==> src/rtl/shift_reg_bank_pkg.sv <==
// Shared types and helpers for the shift_reg_bank register bank.
package shift_reg_bank_pkg;

  typedef enum logic [1:0] {
    MODE_HOLD = 2'b00,
    MODE_UP   = 2'b01,
    MODE_DOWN = 2'b10,
    MODE_LOAD = 2'b11
  } mode_t;

  // Bits needed to count 0..depth inclusive.
  function automatic int fill_w(input int depth);
    return $clog2(depth + 1);
  endfunction

endpackage

==> src/rtl/shift_reg_bank_ff_stage.sv <==
// One WIDTH-bit register with clock enable and synchronous reset (reset wins over enable).
module ff_stage #(
  parameter int               WIDTH   = 8,
  parameter logic [WIDTH-1:0] RST_VAL = '0
) (
  input  logic             clk_i,
  input  logic             sr_i,
  input  logic             ce_i,
  input  logic [WIDTH-1:0] d_i,
  output logic [WIDTH-1:0] q_o
);

  logic [WIDTH-1:0] q_q;

  always_ff @(posedge clk_i) begin
    if (sr_i) begin
      q_q <= RST_VAL;
    end else if (ce_i) begin
      q_q <= d_i;
    end
  end

  assign q_o = q_q;

endmodule

==> src/rtl/shift_reg_bank.sv <==
// DEPTH x WIDTH delay line: shift up/down, parallel load, hold, saturating fill counter.
// Optional registered tap output is enabled by defining SHIFT_REG_BANK_TAP_EN.
module shift_reg_bank
  import shift_reg_bank_pkg::*;
#(
  parameter int               WIDTH   = 8,
  parameter int               DEPTH   = 4,
  parameter logic [WIDTH-1:0] RST_VAL = '0
) (
  input  logic                       CK,
  input  logic                       SR,
  input  logic                       CE,
  input  logic [1:0]                 MODE,
  input  logic [WIDTH-1:0]           D,
  input  logic [WIDTH*DEPTH-1:0]     PD,
`ifdef SHIFT_REG_BANK_TAP_EN
  input  logic [$clog2(DEPTH)-1:0]   TAP_SEL,
  output logic [WIDTH-1:0]           TAP,
`endif
  output logic [WIDTH-1:0]           Q,
  output logic [WIDTH-1:0]           Q0,
  output logic [WIDTH*DEPTH-1:0]     QP,
  output logic [fill_w(DEPTH)-1:0]   FILL,
  output logic                       FULL
);

  localparam int            FW       = fill_w(DEPTH);
  localparam logic [FW-1:0] FILL_MAX = FW'(DEPTH);

  mode_t            mode;
  logic [WIDTH-1:0] stage_q [DEPTH];
  logic [FW-1:0]    fill_q, fill_d;

  assign mode = mode_t'(MODE);

  for (genvar i = 0; i < DEPTH; i++) begin : g_stage
    logic [WIDTH-1:0] up_src, dn_src, stage_d;

    if (i == 0) begin : g_up_in
      assign up_src = D;
    end else begin : g_up_chain
      assign up_src = stage_q[i-1];
    end

    if (i == DEPTH - 1) begin : g_dn_in
      assign dn_src = D;
    end else begin : g_dn_chain
      assign dn_src = stage_q[i+1];
    end

    always_comb begin
      stage_d = stage_q[i];
      case (mode)
        MODE_UP:   stage_d = up_src;
        MODE_DOWN: stage_d = dn_src;
        MODE_LOAD: stage_d = PD[i*WIDTH +: WIDTH];
        default:   stage_d = stage_q[i];
      endcase
    end

    ff_stage #(
      .WIDTH   (WIDTH),
      .RST_VAL (RST_VAL)
    ) u_stage (
      .clk_i (CK),
      .sr_i  (SR),
      .ce_i  (CE),
      .d_i   (stage_d),
      .q_o   (stage_q[i])
    );

    assign QP[i*WIDTH +: WIDTH] = stage_q[i];
  end

  // Fill counts enabled shifts in either direction; it does not track per-direction validity.
  always_comb begin
    fill_d = fill_q;
    case (mode)
      MODE_UP, MODE_DOWN: if (fill_q != FILL_MAX) fill_d = fill_q + 1'b1;
      MODE_LOAD:          fill_d = FILL_MAX;
      default:            fill_d = fill_q;
    endcase
  end

  always_ff @(posedge CK) begin
    if (SR) begin
      fill_q <= '0;
    end else if (CE) begin
      fill_q <= fill_d;
    end
  end

  assign FILL = fill_q;
  assign FULL = (fill_q == FILL_MAX);
  assign Q    = stage_q[DEPTH-1];
  assign Q0   = stage_q[0];

`ifdef SHIFT_REG_BANK_TAP_EN
  logic [WIDTH-1:0] tap_q, tap_d;

  // Selects beyond the last stage read back as the reset value.
  always_comb begin
    tap_d = RST_VAL;
    for (int k = 0; k < DEPTH; k++) begin
      if (int'(TAP_SEL) == k) tap_d = stage_q[k];
    end
  end

  always_ff @(posedge CK) begin
    if (SR) begin
      tap_q <= RST_VAL;
    end else begin
      tap_q <= tap_d;
    end
  end

  assign TAP = tap_q;
`endif

endmodule

==> config.mk <==
export PLATFORM = sky130hd
export DESIGN_NAME = shift_reg_bank
export DESIGN_NICKNAME = d
export VERILOG_FILES = /design/src/rtl/shift_reg_bank_pkg.sv /design/src/rtl/shift_reg_bank_ff_stage.sv /design/src/rtl/shift_reg_bank.sv
export SDC_FILE = /design/constraint.sdc
export NUM_CORES = 1
export LEC_CHECK = 0
export CAP_MARGIN = 40
export CORE_ASPECT_RATIO = 0.6
export CORE_MARGIN = 2
export CORE_UTILIZATION = 47
export CTS_CLUSTER_SIZE = 24
export DETAILED_ROUTE_END_ITERATION = 6
export GPL_ROUTABILITY_DRIVEN = 0
export GPL_TIMING_DRIVEN = 0
export PLACE_DENSITY_LB_ADDON = 0.2
export SKIP_CTS_REPAIR_TIMING = 1
export SLEW_MARGIN = 20
export SYNTH_ARGS = -nofsm -noshare
export SYNTH_HDL_FRONTEND = slang
export SYNTH_SLANG_ARGS = --single-unit
==> constraint.sdc <==
create_clock -name CK -period 2.7 [get_ports CK]
set_input_delay 0.405 -clock CK [delete_from_list [all_inputs] [get_ports CK]]
set_output_delay 0.405 -clock CK [all_outputs]
set_load 0.01 [all_outputs]
Word-level counts from Yosys, hierarchy flattened

Cells that the tools add are included.

Logic and storage cells: 23
Input bits: 45
Output and inout bits: 52
Register bits after elaboration: 35

$add $sub $neg: 1
Equal/unequal tests: 6
Reductions and logical operators: 5
Multiplexer cells: 6

Operator list:

| operator                                                         | count |
|---|---|
| 8-bit case mux with 3 select lines                               | 4 |
| 3-bit case mux with 2 select lines                               | 1 |
| 2-bit == test (second input constant)                            | 2 |
| 3-bit by 1-bit adder with 3-bit output (second input constant)   | 1 |
| 3-bit == test (second input constant)                            | 1 |
| 3-bit two-way mux                                                | 1 |
| 3-bit != test (second input constant)                            | 1 |
| 3-bit AND reduction                                              | 1 |
| 3-bit nonzero test                                               | 1 |
| 2-bit by 1-bit == test with 1-bit output (second input constant) | 1 |
| 2-bit != test (second input constant)                            | 1 |
| 2-bit AND reduction                                              | 1 |
| 2-bit nonzero test                                               | 1 |
| 2-bit OR reduction                                               | 1 |

Longest topological paths before layout

Gate-level depths: netlist of run 1.

Word-level depth: 4
Gate-level depth with buffers: 7
Mapped depth without buffers: 5

Hierarchy

From an unflattened synthesis of run 1, not the netlist that was laid out.

Cells, all modules: 258
Area, all modules: 2,326.0 µm²

Modules (own cells, without submodules):

| module         | cells each | area each (µm²) | sequential area each (µm²) | times used |
|---|---|---|---|---|
| shift_reg_bank | 154        | 1,184.9         | 60.1                       | 1 |
| ff_stage       | 26         | 285.3           | 160.2                      | 4 |

Worst setup path after synthesis of run 1

OpenSTA, ideal clock, no wires.

Path type: input-to-reg
Start point: input port MODE[0]
End point: register fill_q[1], in the netlist FILL[1]
Library setup time: 0.087 ns
Stages on the path: 5
Setup slack: 1.126 ns
Arrival: 1.487 ns
Cell sequence: inv_1 -> ha_1 -> and3_2 -> or4_1 -> o31ai_1

Word-level cells in the longest chain between the ends: 4
Elaborated cells between the ends (all ways): 8
Those cells by class: 4 x eq/ne; 1 x mux; 3 x reduce/logical

RTL lines:

| item                                                                             | RTL line             | RTL |
|---|---|---|
| start: declaration                                                               | shift_reg_bank.sv:13 | `input logic [1:0] MODE,` |
| 2-bit by 1-bit == test with 1-bit output / 2-bit == test (equally long branches) | shift_reg_bank.sv:78 | `case (mode)` |
| 2-bit OR reduction                                                               | shift_reg_bank.sv:78 |  |
| 2-bit != test (no source line) / 2-bit nonzero test (equally long branches)      | n/a                  |  |
| 3-bit AND reduction (no source line)                                             | n/a                  |  |
| end signal: assignment                                                           | shift_reg_bank.sv:89 | `fill_q <= fill_d;` |
| end: declaration                                                                 | shift_reg_bank.sv:32 | `logic [FW-1:0] fill_q, fill_d;` |

Parallel ways exist; a longest one is shown, timed or not.
A chain may end at the register's enable or synchronous reset.

Final worst setup path of run 1

Start point: register fill_q[0], in the netlist FILL[0]
End point: output port FULL

Word-level cells in the longest chain between the ends: 1

RTL lines:

| item             | RTL line             | RTL |
|---|---|---|
| 3-bit == test    | shift_reg_bank.sv:94 | `assign FULL = (fill_q == FILL_MAX);` |
| end: declaration | shift_reg_bank.sv:24 | `output logic FULL` |

No other way between the ends.

==> flow_summary.json, run 1 <==
{
  "fmax_mhz": 496,
  "p_leak_nw": 1.32,
  "die_y_microns": 59.7,
  "drt-wirelength-per-cell_microns": 18.9,
  "drcViolationCount": 0,
  "dpl_cell_area_sq_um": 3460,
  "diodes": 0,
  "run_status": "finished, final reports clean",
  "fin_skew_ps": 8.51,
  "max_cap_viol_count": 0,
  "cts_tree": "done",
  "post-dp-hpwl_microns": 5460,
  "cts_buffers": 5,
  "fin_setup_tns_ps": 0,
  "layout_common_cells": "clkdlybuf4s50_1 (95), dfxtp_1 (35), nor2_1 (33), a211oi_1 (32), a221oi_2 (30)",
  "fp.dieW_microns": 96.8,
  "clk_pin_slew_ps": 70,
  "grt_util_met3_pct": 7.37,
  "hold_violations": 0,
  "setup_ws_ps": 685,
  "syn-mean-instance-area_sq_um": 10.5,
  "die-area_sq_um": 5770,
  "critPathKind": "reg2out",
  "globalRouteOverflowTotal": 0,
  "detailedPlace.worstSlack_ps": 424,
  "final_common_cell": "clkdlybuf4s50_1",
  "yosysSeqAreaShare_pct": 28.9,
  "vias_per_cell": 5.74,
  "clockRootBuffer": "clkbuf_8",
  "antenna_found_initial": 0,
  "drt-initial-drc-count": 140,
  "maxSlewViolCount": 0,
  "grt_pass1_vias": 2264,
  "cts.sinks": 35,
  "ios": 97,
  "synth_area_sq_um": 2430,
  "postLayoutCoreUtil_pct": 71.5,
  "drive_gt1_share_pct": 31.1,
  "core_sq_um": 5000,
  "p_total_mw": 1.60,
  "ant_nets": 0,
  "yosysTopAreaCellShare_pct": 28.9,
  "start_util_pct": 48.5,
  "wl_microns": 7560,
  "finalSetupViolCount": 0,
  "cp-end-kind": "output port",
  "cp.arrival_ps": 1610,
  "cts.htree.levels": 2,
  "fin_area_sq_um": 3580,
  "area.growth.synth_to_final_pct": 47.4,
  "finalCritPeriodShare_pct": 74.6,
  "power_density_nw_per_um2": 447,
  "vias": 2295,
  "period_minus_slack_ps": 2020,
  "port-buffer-count": 95,
  "ys_types": 27,
  "synth_top_area_cell": "dfxtp_1",
  "ys.warnings.count": 0,
  "cp_max_fo": 5,
  "syn_inst": 231,
  "gr-usage-met2_pct": 41.8,
  "rsz0062_at_grt": "false",
  "synth_nets": 282,
  "drt_first_pass_iters": 4,
  "slew_headroom_pct": 57.7,
  "ir_worst_vdd_uv": 239,
  "required_ps": 2300,
  "grt_max_degree": 12,
  "ys_seq_elements": 35,
  "use_met1_pct": 38.3,
  "grt_pass1_wl_microns": 12000,
  "num_rows": 20,
  "tightest_slew_ps": 634,
  "track_usage_pct": 27.1,
  "synth_area_leaders": "dfxtp_1 (29%), a221oi_2 (19%), nor3b_2 (15%)",
  "hold_path_class": "reg2reg",
  "busiest_layer": "met2",
  "insertion_delay_ps": 290,
  "final_nets": 384,
  "clock_path_buffers": 2,
  "startpoint_type": "flop"
}
-- where the power goes --
group,total (mW),internal (mW),switching (mW)
Sequential,0.603,0.556,0.0475
Clock,0.491,0.299,0.192
Combinational,0.505,0.285,0.219
Total,1.60,1.14,0.459
-- registers in the layout, summed over array words and instances, names as in the netlist --
register             flops
FILL                     3
g_stage.u_stage.q_o     32
-- cell usage after synthesis --
| cell type | instances |
|---|---|
| a221oi_2 | 30 |
| nor2_1 | 33 |
| ha_1 | 6 |
| o21ai_0 | 1 |
| nor4_1 | 1 |
| o21ai_2 | 1 |
| nor3b_1 | 3 |
| buf_6 | 9 |
| inv_1 | 5 |
| and2_1 | 1 |
| a21oi_1 | 1 |
| nand2_1 | 1 |
| o31ai_1 | 1 |
| o21a_4 | 1 |
| nor2b_1 | 1 |
| nor3b_2 | 29 |
| dfxtp_1 | 35 |
| a2111oi_0 | 1 |
| nand2b_1 | 1 |
| clkbuf_1 | 7 |
| nor3_1 | 1 |
| buf_2 | 3 |
| or4_1 | 2 |
| and3_2 | 1 |
| a221oi_1 | 2 |
| buf_4 | 22 |
| a211oi_1 | 32 |
-- through the flow --
step                      hold WS [ps]  std cells
after floorplan                    520        231
after global placement             507        392
after detailed placement           515        392
after CTS                          526        400
after global routing               564        400
final                              524        400
-- layer usage --
layer  part of all wire (%)  vias to the layer above  wire length (microns)
li1                       -                     1073                      -
met2                     42                      116                   3190
met4                   0.50                        0                     38
met3                    9.9                        4                    745
met5                      0                        -                      0
met1                     48                     1102                   3590
-- kinds of logic after synthesis --
group	count (synthesis)	share of synthesized area [%]
buf+inv	46	13.5
flops	35	28.9
fa+ha+maj	6	3.09
simple gates	74	23.3
compound gates	70	31.3
-- final cells by class --
type	instances	area, sq um
Buffer	41	308
Clock buffer	6	82.6
Clock inverter	2	35.0
Fill cell	391	1430
Inverter	5	18.8
Multi-Input combinational cell	150	1400
Sequential cell	35	701
Tap cell	66	82.6
Timing Repair Buffer	95	951
-- worst max-delay path: stages, from the launching register on --
cell and delay (ps):
dfxtp_1 420, inv_1 70, ha_1 210, and2_1 150
clkdlybuf4s50_1 470
-- path summary, 6_finish.rpt --
path / slack [ps] / startpoint / depth (start not counted) / end
worst min register to register: 520 / FILL[1] / 2 / FILL[1]
worst max register to register: 1110 / FILL[0] / 5 / FILL[1]
worst min-delay path: 520 / FILL[1] / 2 / FILL[1]
worst max-delay path: 680 / FILL[0] / 4 / FULL
Power figures use the tool's default switching activity.
==> inputs of run 2 (changes only) <==
CORE_UTILIZATION = 40   (was 47)
clock period = 1.62 ns   (was 2.7 ns; I/O delays follow)
==> run 2 against run 1 <==
Design area grew 3.1%; first-iteration DRC count shrank 42%; register-to-register slack lost 960 ps; utilization shrank 6.8 points; non-clock buffer count is the same; cell count grew 3.5%; via count shrank 1.4%; critical endpoint is now QP[2]; clock power grew 46%; sequential share of layout area shrank 0.16 points.
==> flow_summary.json, run 2 (synthesis gave the netlist of run 1 again) <==
{
  "run_status": "finished, final reports clean",
  "start_util_pct": 42.5,
  "p_total_mw": 2.60,
  "vias": 2263,
  "multi_input_area_sq_um": 1470,
  "cts_buffers": 5,
  "required_ps": 1380,
  "finalSetupViolCount": 0,
  "hold_depth": 2,
  "clockRootBuffer": "clkbuf_8",
  "cts.sinks": 35,
  "die-area_sq_um": 6720,
  "drt_first_pass_iters": 4,
  "tightest_slew_ps": 678,
  "critPathKind": "reg2out",
  "antenna_found_initial": 0,
  "cp-startpoint": "g_stage[0].u_stage.q_o[2]",
  "maxSlewViolCount": 0,
  "whs_endpoint": "g_stage[3].u_stage.q_o[2]",
  "finalCritPeriodShare_pct": 98.0,
  "r2r_start": "FILL[0]",
  "grt_pass1_wl_microns": 12300,
  "clk_pin_slew_ps": 80,
  "largest_register_ffs": 32,
  "cts.htree.levels": 2,
  "ant_nets": 0,
  "cts_tree": "done",
  "track_usage_pct": 23.6,
  "fmax_mhz": 630,
  "cp_max_fo": 4,
  "ff2ff_path_depth": 5,
  "grt_pass1_vias": 2341,
  "layout_common_cells": "clkdlybuf4s50_1 (92), nor2_1 (33), a221oi_2 (31), nor3b_2 (28), a211oi_1 (26)",
  "fillCellCount": 489,
  "worstHoldStart": "SR",
  "period_minus_slack_ps": 1590,
  "hold_violations": 0,
  "dp.cells": 406,
  "rrSetupSlack_ps": 150,
  "clock_path_buffers": 2,
  "globalRouteOverflowTotal": 0,
  "rsz0062_at_grt": "false",
  "final_common_cell": "clkdlybuf4s50_1",
  "ir_worst_vdd_uv": 370,
  "startpoint_type": "flop",
  "cp-end-kind": "output port",
  "drt-initial-drc-count": 81,
  "insertion_delay_ps": 290,
  "die_y_microns": 64.3,
  "final_nets": 384,
  "port-buffer-count": 95,
  "timing.rr.end": "FILL[1]",
  "seq_area_sq_um": 717,
  "fin_setup_tns_ps": 0,
  "ios": 97,
  "grt_max_degree": 11,
  "fin_skew_ps": 5.41,
  "cp.arrival_ps": 1340,
  "area.growth.synth_to_final_pct": 52.1,
  "vias_per_cell": 5.47,
  "slew_headroom_pct": 54.8,
  "max_cap_viol_count": 0,
  "drt-wirelength-per-cell_microns": 19.2,
  "p_leak_nw": 1.38,
  "drive_gt1_share_pct": 38.3,
  "hold_path_class": "in2reg",
  "num_rows": 21,
  "fp.dieW_microns": 105,
  "drcViolationCount": 0,
  "power_density_nw_per_um2": 705,
  "wl_microns": 7960,
  "post-dp-hpwl_microns": 5650,
  "fin_cells": 414,
  "postLayoutCoreUtil_pct": 64.7,
  "core_sq_um": 5700,
  "diodes": 0
}
## run 2: cell types whose count changed in the layout (fill, tap and decap cells not counted), moves of 2 or more
cell             before  now
ha_1                  6    4
dfxtp_1              35   24
clkbuf_1              7    5
clkdlybuf4s50_1      95   92
a211oi_2              0    6
a211oi_1             32   26
clkbuf_2              0    2
dfxtp_2               0   10
a221oi_1              2    0
dlymetal6s2s_1        0    3
## run 2: worst max path at each step
| stage | end | slack (ps) | depth (start not counted) |
|---|---|---|---|
| 2_1_floorplan | FILL[1] | 160 | 5 |
| 3_3_place_gp | g_stage[0].u_stage.q_o[3] | -450 | 7 |
| 3_5_place_dp | g_stage[1].u_stage.q_o[0] | -470 | 7 |
| 4_1_cts | FULL | -190 | 4 |
| 5_1_grt | QP[1] | 5 | 2 |
| 6_report | QP[2] | 30 | 2 |
## run 2: power by group
group	switching, mW	internal, mW
Sequential	0.0817	0.930
Combinational	0.384	0.491
Clock	0.328	0.388
## run 2: final cells by class
class,count,area share [%]
Multi-Input combinational cell,150,39.9
Timing Repair Buffer,95,26.0
Inverter,5,0.509
Tap cell,80,2.71
Buffer,41,8.71
Sequential cell,35,19.4
Clock buffer,8,2.71
## run 2: worst max-delay path: stages, from the launching register on
cell and delay, ps:
dfxtp_1 400, buf_4 130, clkdlybuf4s50_1 520
## run 2: per-stage QoR
| stage | area [sq um] | setup slack (ps) | hold WS, ps |
|---|---|---|---|
| 6_report | 3690 | 32.4 | 368 |
| 5_1_grt | 3690 | 5.42 | 382 |
| 4_1_cts | 3580 | -193 | 375 |
| 3_5_place_dp | 3480 | -469 | 519 |
| 3_3_place_gp | 3480 | -446 | 514 |
| 2_1_floorplan | 2430 | 164 | 460 |
## run 2: per-layer routing
metal | part of all wire (%) | vias to the layer above | GRT usage (%)
li1 | - | 1071 | -
met1 | 49 | 1098 | 33.8
met2 | 44 | 88 | 35.5
met3 | 6.7 | 6 | 5.31
met4 | 0.73 | 0 | 6.42
met5 | 0 | - | 0
==> inputs of run 3 (changes only) <==
ABC_AREA = 1   (was unset)
CORE_UTILIZATION = 49   (was 40)
clock period = 2 ns   (was 1.62 ns; I/O delays follow)
==> run 3 against run 2 <==
Cell count is 62% higher; combinational power is 20% lower; critical path depth up 3; sequential power is 18% lower; critical path type unchanged; critical endpoint is now FULL; highest routed layer unchanged.
==> flow_summary.json, run 3 <==
{
  "dpl_cell_area_sq_um": 3750,
  "cts_tree": "done",
  "clk_pin_slew_ps": 80,
  "diodes": 0,
  "finalCritPeriodShare_pct": 90.5,
  "cts.htree.levels": 2,
  "drt-wirelength-per-cell_microns": 12.2,
  "vias": 3098,
  "largest_register_ffs": 32,
  "power_density_nw_per_um2": 573,
  "hold_violations": 0,
  "start_util_pct": 52.2,
  "cp_max_fo": 4,
  "port-buffer-count": 95,
  "grt_max_degree": 12,
  "cp-end-kind": "output port",
  "synth_top_area_cell": "dfxtp_1",
  "ys.flop_type": "dfxtp_1",
  "cts.sinks": 35,
  "area.growth.synth_to_final_pct": 42.3,
  "ys_seq_elements": 35,
  "rsz0062_at_grt": "false",
  "fin_setup_tns_ps": 0,
  "synth_area_leaders": "dfxtp_1 (26%), nand2_1 (23%), inv_1 (19%)",
  "cp.arrival_ps": 1510,
  "gr-usage-met2_pct": 39.8,
  "period_minus_slack_ps": 1810,
  "synth-edff-count": 0,
  "grt_util_met3_pct": 5.82,
  "max_cap_viol_count": 0,
  "detailedPlace.worstSlack_ps": -15.5,
  "final_nets": 653,
  "globalRouteOverflowTotal": 0,
  "fillCellCount": 431,
  "syn-mean-instance-area_sq_um": 5.44,
  "use_met1_pct": 38.7,
  "insertion_delay_ps": 300,
  "wl_microns": 8160,
  "finalSetupViolCount": 0,
  "required_ps": 1700,
  "setup_ws_ps": 191,
  "grt_pass1_vias": 2572,
  "layout_common_cells": "nand2_1 (168), inv_1 (139), clkdlybuf4s50_1 (95), nor2_1 (38)",
  "synth_common_cells": "nand2_1 (168), inv_1 (139), nor2_1 (38)",
  "yosysSeqAreaShare_pct": 25.8,
  "drcViolationCount": 0,
  "synth_nets": 551,
  "ios": 97,
  "tightest_slew_ps": 479,
  "track_usage_pct": 26.2,
  "maxSlewViolCount": 0,
  "fmax_mhz": 553,
  "cts_buffers": 5,
  "post-dp-hpwl_microns": 6320,
  "hold_path_class": "in2reg",
  "drt_first_pass_iters": 5,
  "clockRootBuffer": "clkbuf_8",
  "num_rows": 20,
  "core_sq_um": 5200,
  "ys_types": 17,
  "yosysTopAreaCellShare_pct": 25.8,
  "final_common_cell": "nand2_1",
  "busiest_layer": "met2",
  "synthArstFlopShare_pct": 0,
  "critPathKind": "reg2out",
  "synth_area_sq_um": 2720,
  "drt-initial-drc-count": 281,
  "grt_pass1_wl_microns": 12500,
  "vias_per_cell": 4.63,
  "fin_skew_ps": 9.25,
  "run_status": "finished, final reports clean",
  "antenna_found_initial": 0,
  "slew_headroom_pct": 68.1,
  "die-area_sq_um": 6180,
  "die_y_microns": 61.7,
  "ir_worst_vdd_uv": 292,
  "postLayoutCoreUtil_pct": 74.4,
  "p_leak_nw": 2.32,
  "drive_gt1_share_pct": 7.30,
  "fp.dieW_microns": 100,
  "ys.warnings.count": 0,
  "startpoint_type": "flop",
  "p_total_mw": 2.22,
  "ant_nets": 0,
  "clock_path_buffers": 2,
  "synth_most_common_cell": "nand2_1",
  "syn_inst": 500,
  "fin_area_sq_um": 3870
}
## run 3: changes by cell type after synthesis, moves of 7 or more
cell,before,now
nand3_1,0,35
nor3b_2,29,0
inv_1,5,139
buf_2,3,10
a211oi_1,32,0
a21oi_1,1,34
nand2_1,1,168
a221oi_2,30,0
## run 3: area by class of cell
cell class                 instances  area [sq um]  area share (%)
buffer                            40           260            6.72
clock buffer                       6          82.6            2.13
clock inverter                     2          35.0           0.905
inverter                         140           526            13.6
multi-input combinational        285          1230            31.8
sequential                        35           701            18.1
tap                               66          82.6            2.13
timing repair buffer              95           951            24.6
## run 3: logic make-up after synthesis
kind of cell	count (synthesis)	share of synthesized area, %
and+or+nand+nor	244	36.1
DFF	35	25.8
adders and majority gates	6	2.76
buffers and inverters	180	28.9
AOI/OAI and AO/OA	35	6.44
## run 3: worst max-delay path, cell delays in order (launching register included)
cell,delay [ps]
dfxtp_1,370
inv_1,70
ha_1,210
nand2_1,70
inv_1,30
clkdlybuf4s50_1,460
## run 3: worst paths after layout
check	start	end	slack (ps)	cells past startpoint
min reg2reg	FILL[0]	FILL[0]	560	2
min	SR	g_stage[3].u_stage.q_o[3]	430	4
max	FILL[0]	FULL	190	5
max reg2reg	FILL[0]	FILL[0]	820	6
## run 3: report_power, final
part,total (mW),internal (mW),switching (mW)
sequential,0.831,0.755,0.0766
combinational,0.703,0.372,0.331
clock,0.683,0.404,0.279
total,2.22,1.53,0.687
## run 3: through the flow
| step | hold slack [ps] | instances |
|---|---|---|
| 2_1_floorplan | 504 | 500 |
| 3_3_place_gp | 527 | 661 |
| 3_5_place_dp | 546 | 661 |
| 4_1_cts | 426 | 669 |
| 5_1_grt | 519 | 669 |
| 6_report | 432 | 669 |
## run 3: layer usage
metal	vias up	wire length, microns
met5	-	0
met4	0	53
met3	8	799
met2	130	3470
met1	1353	3840
li1	1607	-
